[src/rtl/run_length_pkg.sv]
// Shared types and defaults for the run-length serial transmitter.
package run_length_pkg;

   localparam int LEN_W_DEFAULT = 4;

   typedef enum logic [1:0] {
      IDLE = 2'd0,
      ONES = 2'd1,
      TERM = 2'd2
   } rl_state_t;

endpackage

[src/rtl/run_length_down_counter.sv]
// Loadable down-counter that tracks the ones still to send and flags the final one.
module run_length_down_counter #(
   parameter int W = 4
) (
   input  logic         clk,
   input  logic         rst,
   input  logic         load,
   input  logic [W-1:0] load_val,
   input  logic         dec,
   output logic         is_one
);

   logic [W-1:0] cnt_q;
   logic [W-1:0] cnt_d;

   always_comb begin
      cnt_d = cnt_q;
      if (load) begin
         cnt_d = load_val;
      end else if (dec) begin
         cnt_d = cnt_q - W'(1);
      end
   end

   always_ff @(posedge clk) begin
      if (rst) begin
         cnt_q <= '0;
      end else begin
         cnt_q <= cnt_d;
      end
   end

   assign is_one = (cnt_q == W'(1));

endmodule

[src/rtl/run_length_bit_tx.sv]
// Serialises run descriptors as N ones plus one terminating zero, and predicts
// the downstream consecutive-ones detector output from a two-deep bit history.
module run_length_bit_tx #(
   parameter int LEN_W = run_length_pkg::LEN_W_DEFAULT
) (
   input  logic             clk,
   input  logic             rst,
   input  logic             run_valid,
   input  logic [LEN_W-1:0] run_len,
   output logic             run_ready,
   output logic             out,
   output logic             out_valid,
   output logic             busy,
   output logic             exp_det
);
   import run_length_pkg::*;

   rl_state_t state_q;
   rl_state_t state_d;
   logic      accept;
   logic      len_nz;
   logic      cnt_load;
   logic      cnt_dec;
   logic      cnt_is_one;
   logic      h1_q;
   logic      h1_d;
   logic      h2_q;
   logic      h2_d;

   assign accept = run_valid && run_ready;
   assign len_nz = (run_len != '0);

   // Counter only ever holds a value while in ONES, so it never reaches zero there.
   assign cnt_load = accept && len_nz;
   assign cnt_dec  = (state_q == ONES) && !cnt_is_one;

   run_length_down_counter #(
      .W (LEN_W)
   ) u_cnt (
      .clk      (clk),
      .rst      (rst),
      .load     (cnt_load),
      .load_val (run_len),
      .dec      (cnt_dec),
      .is_one   (cnt_is_one)
   );

   always_comb begin
      state_d = state_q;
      case (state_q)
         IDLE, TERM: begin
            if (accept) begin
               state_d = len_nz ? ONES : TERM;
            end else begin
               state_d = IDLE;
            end
         end
         ONES: begin
            if (cnt_is_one) begin
               state_d = TERM;
            end
         end
         default: state_d = IDLE;
      endcase
   end

   always_comb begin
      out       = (state_q == ONES);
      out_valid = (state_q != IDLE);
      busy      = (state_q != IDLE);
      run_ready = (state_q != ONES);
   end

   // Detector sees two consecutive ones one cycle after the second of them.
   assign h1_d    = out;
   assign h2_d    = h1_q;
   assign exp_det = h1_q & h2_q;

   always_ff @(posedge clk) begin
      if (rst) begin
         state_q <= IDLE;
         h1_q    <= 1'b0;
         h2_q    <= 1'b0;
      end else begin
         state_q <= state_d;
         h1_q    <= h1_d;
         h2_q    <= h2_d;
      end
   end

endmodule

[config.mk]
export PLATFORM = sky130hd
export DESIGN_NAME = run_length_bit_tx
export DESIGN_NICKNAME = d
export VERILOG_FILES = /design/src/rtl/run_length_pkg.sv /design/src/rtl/run_length_down_counter.sv /design/src/rtl/run_length_bit_tx.sv
export SDC_FILE = /design/constraint.sdc
export NUM_CORES = 1
export LEC_CHECK = 0
export CAP_MARGIN = 20
export CORE_AREA = 4 4 41 43
export DETAILED_ROUTE_END_ITERATION = 16
export DIE_AREA = 0 0 45 47
export GPL_ROUTABILITY_DRIVEN = 0
export GPL_TIMING_DRIVEN = 0
export PLACE_DENSITY_LB_ADDON = 0.2
export REMOVE_ABC_BUFFERS = 1
export SYNTH_ARGS = -nofsm -noshare
export SYNTH_HDL_FRONTEND = slang
export SYNTH_SLANG_ARGS = --single-unit
[constraint.sdc]
create_clock -name clk -period 1.5 [get_ports clk]
set_input_delay 0.225 -clock clk [delete_from_list [all_inputs] [get_ports clk]]
set_output_delay 0.225 -clock clk [all_outputs]
set_load 0.01 [all_outputs]
# ---- After elaboration in Yosys (flattened, before gate mapping)
# Index checks and enable logic that the tools add are counted.
dict set report word_totals {
  regBits 8
  latchBits 0
  ramBits 0
  mem_bits_ro 0
  out_inout_bits 5
  wordCells 26
  memories 0
}
dict set report op_classes {
  add_sub_neg 1
  mul 0
  div 0
  order_cmp 0
  eq_ne 5
  shift 0
  n_mux 6
  bitwise 1
  reduce_logical 9
}
# cell n
set op_table {}
lappend op_table {{4-bit two-way mux} 2}
lappend op_table {{2-bit two-way mux} 3}
lappend op_table {{4-bit by 1-bit == test with 1-bit output, second input constant} 1}
lappend op_table {{2-bit by 1-bit != test with 1-bit output, second input constant} 2}
lappend op_table {{2-bit one-hot mux with 2 select lines} 1}
lappend op_table {{2-bit nonzero test} 2}
lappend op_table {{4-bit nonzero test} 1}
lappend op_table {{4-bit by 1-bit subtractor with 4-bit output, second input constant} 1}
lappend op_table {{1-bit logical AND} 3}
lappend op_table {{2-bit by 1-bit == test with 1-bit output, second input constant} 1}
lappend op_table {{2-bit == test, second input constant} 1}
lappend op_table {{2-bit zero test} 1}
lappend op_table {{2-bit OR reduction} 1}
lappend op_table {{1-bit AND} 1}
lappend op_table {{1-bit zero test} 1}

# ---- Depth between registers and ports, before layout
# Gate-level depths: netlist (run 1).
dict set report logic_depth {
  ltp_word 5
  mapped_depth 6
}

# ---- Cells and area by module
# A second synthesis (run 1) with hierarchy kept.
dict set report hier_totals {
  hier_cells 47
  area_unflattened_um2 427.9
}
# module instances cells_each area_each_um2
set modules_own_cells {}
lappend modules_own_cells {run_length_down_counter 1 27 246.5}
lappend modules_own_cells {run_length_bit_tx 1 20 181.4}

# ---- Worst setup path after synthesis (run 1)
# Ideal clock, no wire load.
dict set report synth_timing {
  path_kind {register to register}
  start {register u_cnt.cnt_q[0]}
  end {register u_cnt.cnt_q[0]}
  setup_time_ns 0.070
  arrival_ns 1.211
  required_ns 1.430
  setup_slack_ns 0.220
  path_stages_with_launch 6
  n_path_buf 0
  synth_period_minus_slack_ns 1.280
  path_cell_list {dfxtp_1 > ha_1 > nand2b_1 > o21ai_0 > nand3_1 > a21oi_1}
}
dict set report synth_between {
  elab_chain_cells 4
  elab_cells_between_ends 7
}
# element line
set synth_lines {}
lappend synth_lines {{start: declaration} run_length_down_counter.sv:13} ;# logic [W-1:0] cnt_q;
lappend synth_lines {{start signal: assignment} run_length_down_counter.sv:29} ;# cnt_q <= cnt_d;
lappend synth_lines {{branches (longest 4 deep; another with 4-bit by 1-bit subtractor with 4-bit output)} -}
# Parallel ways; which one is timed is not known. The select of a mux whose other input is x is not followed.
# A chain may end at the register's enable or synchronous reset.

# ---- Worst setup path after layout (run 1)
dict set report layout_timing {
  start {input run_len[1]}
  end {register u_cnt.cnt_q[2]}
}
dict set report layout_between {
  elab_chain_cells 3
  elab_cells_between_ends 4
}
# element line
set layout_lines {}
lappend layout_lines {{start: declaration} run_length_bit_tx.sv:9} ;# input logic [LEN_W-1:0] run_len,
lappend layout_lines {{4-bit nonzero test (*)} run_length_bit_tx.sv:31} ;# assign len_nz = (run_len != '0);
lappend layout_lines {{1-bit logical AND (*)} run_length_bit_tx.sv:34} ;# assign cnt_load = accept && len_nz;
lappend layout_lines {{4-bit two-way mux or 2-bit nonzero test (tied branches)} -}
# Every way passes the cells marked *; elsewhere a longest branch is shown, timed or not.

==> results of run 1 <==
-- cell families (layout without fill, tap and decap cells) --
logic type / after synthesis / in the layout / share of synthesized area
simple gates: 21 / 21 / 0.307
compound gates: 12 / 12 / 0.195
flops: 8 / 8 / 0.378
buf+inv: 5 / 18 / 0.0619
fa+ha+maj: 2 / 2 / 0.0590
-- area by class of cell --
cell class	instances	area, sq um
Fill cell	149	729
Clock buffer	3	22.5
Tap cell	15	18.8
Inverter	3	11.3
Timing Repair Buffer	12	113
Multi-Input combinational cell	35	246
Sequential cell	8	160
-- power by group --
group          total [mW]  switching [mW]  internal [mW]
clock network       0.161          0.0695         0.0913
registers           0.251          0.0170          0.234
logic               0.159          0.0771         0.0819
-- registers in the layout, indices dropped and copies added, names as in the netlist --
register,cells
u_cnt.cnt_q,4
state_q,2
h2_q,1
h1_q,1
-- worst max-delay path: cells and delay by family --
| kind | cells | cell delay, ps |
|---|---|---|
| simple gates | 3 | 810 |
| buf+inv | 1 | 420 |
| compound gates | 1 | 150 |
-- stage by stage --
step                hold WS, ps  total power, mW  setup slack [ps]  std cells
global route                479            0.606              12.6         76
finish                      461            0.571              60.4         76
global placement            445            0.414              -200         72
CTS                         464            0.576              52.8         76
floorplan                   290            0.347               220         46
detailed placement          450            0.414              -206         72
-- routing by layer --
layer / routed length [um] / up-vias / GRT usage / part of all wire
met3: 55 / 2 / 0.0230 / 0.066
met4: 10 / 0 / 0.0877 / 0.012
met1: 441 / 160 / 0.129 / 0.53
met5: 0 / - / 0 / 0
met2: 329 / 11 / 0.136 / 0.39
li1: - / 199 / - / -
-- path summary, 6_finish.rpt --
kind                       start  slack [ps]  cells after the start              to
setup / recovery      run_len[1]          60                      5  u_cnt.cnt_q[2]
hold / removal              h1_q         460                      1            h2_q
setup reg to reg  u_cnt.cnt_q[0]         270                      5  u_cnt.cnt_q[1]
hold reg to reg             h1_q         460                      1            h2_q
-- synthesized netlist by cell type --
master	count	area [sq um]
sky130_fd_sc_hd__nor3_1	1	5.00
sky130_fd_sc_hd__a21boi_2	1	11.3
sky130_fd_sc_hd__or2_2	1	6.26
sky130_fd_sc_hd__or4_4	1	11.3
sky130_fd_sc_hd__o21ai_0	2	10.0
sky130_fd_sc_hd__o21a_1	2	15.0
sky130_fd_sc_hd__ha_1	2	25.0
sky130_fd_sc_hd__dfxtp_1	8	160
sky130_fd_sc_hd__and3b_1	1	8.76
sky130_fd_sc_hd__a211oi_2	1	12.5
sky130_fd_sc_hd__and2_1	1	6.26
sky130_fd_sc_hd__nor2_1	1	3.75
sky130_fd_sc_hd__or3_1	1	6.26
sky130_fd_sc_hd__nand2_1	1	3.75
sky130_fd_sc_hd__nor2b_1	1	6.26
sky130_fd_sc_hd__a31oi_1	1	6.26
sky130_fd_sc_hd__or2b_1	1	7.51
sky130_fd_sc_hd__inv_1	3	11.3
sky130_fd_sc_hd__nand3_1	7	35.0
sky130_fd_sc_hd__a211oi_1	1	7.51
sky130_fd_sc_hd__buf_4	2	15.0
sky130_fd_sc_hd__nand4b_1	1	8.76
sky130_fd_sc_hd__a21oi_1	4	20.0
sky130_fd_sc_hd__nand2b_1	2	12.5
sky130_fd_sc_hd__nor2b_2	1	8.76
-- what timing repair did --
action | in CTS | in global routing
buffers inserted | 1 | 0
resized for setup | 6 | 2
endpoints found under the setup margin | 6 | 2
gates cloned | 0 | 0
==> summary.md, run 1 <==
| Metric | Value |
|---|---|
| Outcome | complete, no violations |
| Buffers added on ports | 11 |
| Fin crit share | 0.960 |
| Largest net degree at the start of global routing | 9 |
| Number of remaining DRC errors | 0 |
| Maximum single-stage delay on the critical path | 570 ps |
| Area of the die | between 2000 and 2500 sq um |
| Register area share after synthesis | 0.378 |
| Chip Height | 47 um |
| Fmax | approximately 700 MHz |
| Post-place instance area | approximately 540 sq um |
| Largest fanout on the critical path | 4 |
| Pins Over Slew Limit | 0 |
| Most frequent cells in the layout | 8 x sky130_fd_sc_hd__dfxtp_1, 7 x sky130_fd_sc_hd__nand3_1, 7 x sky130_fd_sc_hd__clkdlybuf4s50_1 |
| Number of antenna diodes | 0 |
| Cells traversed along the worst timing path | clkdlybuf4s50_1 -> or4_4 -> nand3_1 -> nand3_1 -> a31oi_1 |
| Area of the mapped netlist | 424 sq um |
| Insertion delay of the later-clocked pin in the worst-skew pair | ~250 ps |
| Wire length of the first global-routing pass | between 1000 and 1500 um |
| Maxcap violations | 0 |
| Number of buffers on the longest clock path | 2 |
| Critical Path Source Type | input port |
| Ys Warns | 0 |
| Area added between synthesis and finish | 34.8% |
| Cell seen most often among critical-path stages | sky130_fd_sc_hd__nand3_1 |
| Count of boundary I/O pins | 12 |
| Inserted Clock Buffers | 3 |
| Site Rows | 13 |
| Final net count | slightly above 70 |
| Total Routing Usage GR | 0.0991 |
| Leftover overflow at the end of global routing | 0 |
| Initial antenna violation count | 0 |
| CTS clock-pin slew for the worst setup and hold paths | 50 ps |
| Standard cell core area | ~1300 sq um |
| Worst slew slack as a fraction of its limit | 0.801 |
| DR WL/cell | between 10 and 15 um |
| Post-layout minimum cycle time | 1440 ps |
| Root Driver | sky130_fd_sc_hd__clkbuf_4 |
| Number of global-route vias before repair | approximately 340 |
| Crit path DAT | 1620 ps |
| Starting DRC count in detailed routing | 7 |
| Average cell area after synthesis | between 8 and 9 sq um |
| Worst clock skew | ~0.91 ps |
| Via Count | about 370 |
| Detailed Route WL | 837 um |
| Final Core Density | 0.439 |
| Summed negative setup slack over all endpoints | 0 ps |
| Power per unit of standard cell area | approximately 1000 nW/um^2 |
| TritonCTS clock tree | built |
| Worst min path class | reg -> reg |
| First drt pass iteration count | 3 |
| Final standard cell area without fillers | about 570 sq um |
| Starting density of the core | 0.326 |
| Final hold violation count | 0 |
| Half-perimeter wire length after placement | about 630 um |
| Clock net sink count | 8 |
| Largest voltage drop on the vdd net | ~330 uV |
| Count of state elements after synthesis | 8 |
| Least-Margin Pin Slew | 297 ps |
| Setup-violating endpoint count in the final report | 0 |
| Static power due to leakage | about 0.23 nW |
| Fraction of layout cells with a size suffix above 1 | 0.180 |
| # H-tree levels | 1 |
| Worst-path cell with the longest stage delay | sky130_fd_sc_hd__or4_4 |
| Count of nets left with antenna violations after detail routing | 0 |
| Unique cell type count in the Yosys netlist | 25 |
| Most common cell after layout, fill and taps aside | sky130_fd_sc_hd__dfxtp_1 |
| Worst Path Required | about 1700 ps |
| Mapped Cells | 48 |
| Ratio of routed vias to standard cells | slightly below 5 |
| Crit path kind | in -> reg |
| Number of buffers added to fix hold violations after cts | 0 |
| RSZ-0062 raised after global routing | no |
| CP Capture Type | register |
| Die width | between 40 and 50 um |
No activity file was read; power rests on OpenSTA's default activity.
==> inputs of run 2 (changes only) <==
GPL_TIMING_DRIVEN = default   (was 0)
==> summary.md, run 2 (synthesized netlist as in run 1, its figures left out) <==
| Metric | Value |
|---|---|
| Outcome | complete, no violations |
| Worst Path Required | roughly 1700 ps |
| Setup-violating endpoint count in the final report | 0 |
| Crit path DAT | approximately 1600 ps |
| Power per unit of standard cell area | between 900 and 1000 nW/um^2 |
| Chip Height | 47 um |
| Count of boundary I/O pins | 12 |
| Ratio of routed vias to standard cells | between 4 and 5 |
| Setup Slack @ Placement | -194 ps |
| Power consumption | 0.588 mW |
| Registers with the most flip-flops | u_cnt.cnt_q: 4 flops, state_q: 2 flops |
| CTS clock-pin slew for the worst setup and hold paths | roughly 60 ps |
| Fmax | about 700 MHz |
| Die width | roughly 45 um |
| Number of buffers on the longest clock path | 2 |
| Detailed Route WL | between 900 and 1000 um |
| Maximum single-stage delay on the critical path | about 560 ps |
| Crit path kind | in -> reg |
| Fraction of layout cells with a size suffix above 1 | 0.188 |
| Register ranked first by flip-flop count | u_cnt.cnt_q |
| Number of flip-flops in the largest register | 4 |
| # fillers | between 100 and 150 |
| TritonCTS clock tree | built |
| Worst slew slack as a fraction of its limit | 0.802 |
| Worst R2R Start | u_cnt.cnt_q[1] |
| Insertion delay of the later-clocked pin in the worst-skew pair | around 260 ps |
| Met2 layer wire length in the routed design | between 300 and 400 um |
| First drt pass iteration count | 4 |
| Largest fanout on the critical path | 4 |
| DR WL met3 | between 70 and 80 um |
| Post-layout minimum cycle time | 1430 ps |
| Final hold violation count | 0 |
| # H-tree levels | 1 |
| Post-place instance area | 568 sq um |
| CP Capture Type | register |
| Least-Margin Pin Slew | about 300 ps |
| Maxcap violations | 0 |
| Buffers added on ports | 11 |
| Static power due to leakage | approximately 0.26 nW |
| Worst-path cell with the longest stage delay | sky130_fd_sc_hd__or4_4 |
| Starting DRC count in detailed routing | 4 |
| Final net count | 75 |
| Number of buffers added for setup after CTS | 0 |
| Inserted Clock Buffers | 3 |
| Area of the die | 2120 sq um |
| Number of remaining DRC errors | 0 |
| RSZ-0062 raised after global routing | no |
| Top routing layer in use | met4 |
| Root Driver | sky130_fd_sc_hd__clkbuf_4 |
| Total Routing Usage GR | 0.107 |
| Pins Over Slew Limit | 0 |
| Largest voltage drop on the vdd net | about 380 uV |
| Count of nets left with antenna violations after detail routing | 0 |
| Worst clock skew | ~3.1 ps |
| Initial antenna violation count | 0 |
| Number of global-route vias before repair | 366 |
| Final standard cell area without fillers | 593 sq um |
| Half-perimeter wire length after placement | a little over 700 um |
| Worst Slack Setup Final | around 73 ps |
| Number of buffers added to fix hold violations after cts | 0 |
| Starting density of the core | 0.326 |
| DR WL/cell | roughly 12 um |
| Summed negative setup slack over all endpoints | 0 ps |
| Clock net sink count | 8 |
| Largest net degree at the start of global routing | 9 |
| Wire length of the first global-routing pass | 1500 um |
| Most frequent cells in the layout | 8 x sky130_fd_sc_hd__dfxtp_1, 7 x sky130_fd_sc_hd__nand3_1, 6 x sky130_fd_sc_hd__clkdlybuf4s50_1 |
| Number of antenna diodes | 0 |
| Start point of the worst hold path | h1_q |
| Fin crit share | 0.951 |
| Standard cell core area | 1300 sq um |
| Worst min path class | reg -> reg |
| Via Count | 389 |
| Most common cell after layout, fill and taps aside | sky130_fd_sc_hd__dfxtp_1 |
| Cells traversed along the worst timing path | clkdlybuf4s50_1 -> or4_4 -> a21boi_2 -> a211oi_1 -> a211oi_2 |
| Leftover overflow at the end of global routing | 0 |
| Area added between synthesis and finish | 39.8% |
| Site Rows | 13 |
| WL met1 | approximately 430 um |
| Critical Path Source Type | input port |
| Critical path launch point | run_len[1] |
==> run 2: cell count changes in the layout (fill, tap and decap cells not counted), sizes merged <==
cell,delta
buf,+3
clkdlybuf4s50,-1
dlymetal6s2s,+1
==> run 2: cell type report <==
class                   instances  area, sq um  share of cell area
inverters                       3         11.3              0.0190
multi-input cells              35          243               0.409
well taps                      15         18.8              0.0316
clock buffers                   3         22.5              0.0380
flip-flops and latches          8          160               0.270
repair buffers                 15          138               0.232
==> run 2: through the flow <==
| step | util | instances | hold slack, ps |
|---|---|---|---|
| after floorplan | - | 46 | 290 |
| after global placement | 0.437 | 76 | 443 |
| after detailed placement | 0.437 | 76 | 469 |
| after CTS | 0.454 | 79 | 480 |
| after global routing | 0.456 | 79 | 502 |
| final | 0.456 | 79 | 477 |
==> run 2: routing by layer <==
| layer | track usage | vias to the layer above |
|---|---|---|
| met5 | 0 | - |
| met4 | 0.105 | 0 |
| met3 | 0.0345 | 4 |
| met2 | 0.153 | 15 |
| met1 | 0.124 | 165 |
| li1 | - | 205 |
==> run 2: worst max-delay path, delay by kind of cell <==
| kind | cells | cell delay (ps) |
|---|---|---|
| AO/OA/AOI/OAI | 3 | 400 |
| buffers and inverters | 1 | 420 |
| AND/OR/NAND/NOR | 1 | 560 |
==> run 2: path summary, 6_finish.rpt <==
check | to | slack (ps) | depth (start not counted)
setup / recovery | u_cnt.cnt_q[3] | 70 | 5
hold reg to reg | h2_q | 480 | 1
setup reg to reg | u_cnt.cnt_q[0] | 220 | 7
hold / removal | h2_q | 480 | 1
==> run 2: report_power, final <==
group	leakage (nW)	total, mW	internal, mW	switching, mW
clock	0.0138	0.169	0.0918	0.0770
combinational	0.183	0.168	0.0907	0.0775
sequential	0.0660	0.251	0.234	0.0171
==> run 2: what timing repair did <==
item                                    CTS  global route
gates resized for setup                   5             1
endpoints found under the hold margin     0             0
endpoints found under the setup margin    4             1
==> inputs of run 3 (changes only) <==
==> constraint.sdc (replaced) <==
create_clock -name clk -period 1.5 [get_ports clk]
set_input_delay 0.15 -clock clk [delete_from_list [all_inputs] [get_ports clk]]
set_output_delay 0.15 -clock clk [all_outputs]
set_load 0.01 [all_outputs]
==> summary.md, run 3 (synthesized netlist as in run 1, its figures left out) <==
| Metric | Value |
|---|---|
| Fmax | around 700 MHz |
| Post-place instance area | ~570 sq um |
| Share of total power in sequential cells | 0.421 |
| Power per unit of standard cell area | 988 nW/um^2 |
| Worst slew slack as a fraction of its limit | 0.796 |
| Crit path DAT | around 1600 ps |
| Half-perimeter wire length after placement | between 600 and 700 um |
| Number of buffers on the longest clock path | 2 |
| Starting DRC count in detailed routing | 3 |
| RSZ-0062 raised after global routing | no |
| Clock share of power | 0.279 |
| Crit path kind | in -> reg |
| Number of antenna diodes | 0 |
| Worst Slack Setup Final | approximately 100 ps |
| Setup Slack @ Placement | -115 ps |
| DR WL/cell | ~12 um |
| Area added between synthesis and finish | 41.9% |
| Net Sw Power | approximately 0.17 mW |
| First drt pass iteration count | 4 |
| Worst clock skew | approximately 3.8 ps |
| Insertion delay of the later-clocked pin in the worst-skew pair | between 200 and 300 ps |
| Post-layout minimum cycle time | 1400 ps |
| Final standard cell area without fillers | roughly 600 sq um |
| Root Driver | sky130_fd_sc_hd__clkbuf_4 |
| Largest fanout on the critical path | 4 |
| Registers with the most flip-flops | u_cnt.cnt_q: 4 flops, state_q: 2 flops |
| Largest net degree at the start of global routing | 9 |
| Non-filler instance count after layout | 80 |
| Inserted Clock Buffers | 3 |
| Number of global-route vias before repair | roughly 410 |
| Critical Path Source Type | input port |
| Count of nets left with antenna violations after detail routing | 0 |
| Leftover overflow at the end of global routing | 0 |
| Final hold violation count | 0 |
| # H-tree levels | 1 |
| Clock net sink count | 8 |
| Starting density of the core | 0.326 |
| Site Rows | 13 |
| Outcome | complete, no violations |
| Final Core Density | 0.463 |
| Fin crit share | 0.930 |
| Most frequent cells in the layout | 8 x sky130_fd_sc_hd__dfxtp_1, 7 x sky130_fd_sc_hd__nand3_1, 7 x sky130_fd_sc_hd__clkdlybuf4s50_1 |
| Register ranked first by flip-flop count | u_cnt.cnt_q |
| Buffers added on ports | 11 |
| CP Capture Type | register |
| Static power due to leakage | about 0.25 nW |
| Cell count after placement | 76 |
| Summed negative setup slack over all endpoints | 0 ps |
| Detailed Route WL | roughly 970 um |
| Number of remaining DRC errors | 0 |
| Final net count | 76 |
| Pins Over Slew Limit | 0 |
| Initial antenna violation count | 0 |
| Ratio of routed vias to standard cells | 5.04 |
| Worst Path Required | 1670 ps |
| Wire length of the first global-routing pass | 1730 um |
| Number of flip-flops in the largest register | 4 |
| Share of total power consumed by net switching | 0.291 |
| Chip Height | about 47 um |
| Maxcap violations | 0 |
| Least-Margin Pin Slew | about 300 ps |
| Total Routing Usage GR | 0.118 |
| Fraction of layout cells with a size suffix above 1 | 0.200 |
| Most common cell after layout, fill and taps aside | sky130_fd_sc_hd__dfxtp_1 |
| Count of boundary I/O pins | 12 |
| Largest voltage drop on the vdd net | roughly 370 uV |
| Power consumption | 0.594 mW |
| Via Count | approximately 400 |
| Setup-violating endpoint count in the final report | 0 |
| Area of the die | 2120 sq um |
| Standard cell core area | about 1300 sq um |
| Worst min path class | reg -> reg |
| TritonCTS clock tree | built |
| Cell internal pwr | between 0.4 and 0.5 mW |
| Hold_ws | approximately 460 ps |
| CTS clock-pin slew for the worst setup and hold paths | around 60 ps |
| Die width | around 45 um |
| Proportion of power drawn by combinational gates | 0.300 |
[run 3: cell types whose count changed in the layout (fill, tap and decap cells not counted)]
| cell | previous run | this run |
|---|---|---|
| sky130_fd_sc_hd__dlygate4sd2_1 | 4 | 3 |
| sky130_fd_sc_hd__buf_4 | 4 | 5 |
| sky130_fd_sc_hd__clkdlybuf4s50_1 | 6 | 7 |
[run 3: cell type report]
class,count,area [sq um]
well taps,15,18.8
clock buffers,3,22.5
fillers,143,699
repair buffers,16,146
inverters,3,11.3
flip-flops and latches,8,160
multi-input cells,35,243
[run 3: repair_timing]
action	4_1_cts	5_1_grt
hold buffers	0	0
setup buffers	1	0
endpoints found under the setup margin	2	1
gates resized for setup	4	1
endpoints found under the hold margin	0	0
cloned	0	0
pin swaps	0	0
[run 3: worst max-delay path, cell delays in order]
cell and delay, ps:
sky130_fd_sc_hd__clkdlybuf4s50_1 420, sky130_fd_sc_hd__or4_4 560, sky130_fd_sc_hd__nand3_1 140, sky130_fd_sc_hd__nand3_1 110, sky130_fd_sc_hd__a31oi_1 190
[run 3: worst paths after layout]
check,start,endpoint,slack (ps),cells past startpoint
setup / recovery,run_len[1],u_cnt.cnt_q[2],100,5
hold / removal,h1_q,h2_q,460,1
hold reg to reg,h1_q,h2_q,460,1
setup reg to reg,u_cnt.cnt_q[1],u_cnt.cnt_q[1],200,7
[run 3: power by group through the flow]
| stage | combinational, mW | sequential (mW) | clock [mW] |
|---|---|---|---|
| after floorplan | 0.0974 | 0.249 | 0 |
| after global placement | 0.176 | 0.255 | 0 |
| after CTS | 0.180 | 0.250 | 0.170 |
| final | 0.179 | 0.250 | 0.166 |
| after detailed placement | 0.179 | 0.254 | 0 |
| after global routing | 0.198 | 0.253 | 0.180 |
[run 3: per-layer routing]
metal  share of wire  routed length [um]  GRT usage
met1            0.46                 445      0.134
met2            0.45                 437      0.192
met3           0.082                  80     0.0307
met4           0.010                  10     0.0877
met5               0                   0          0
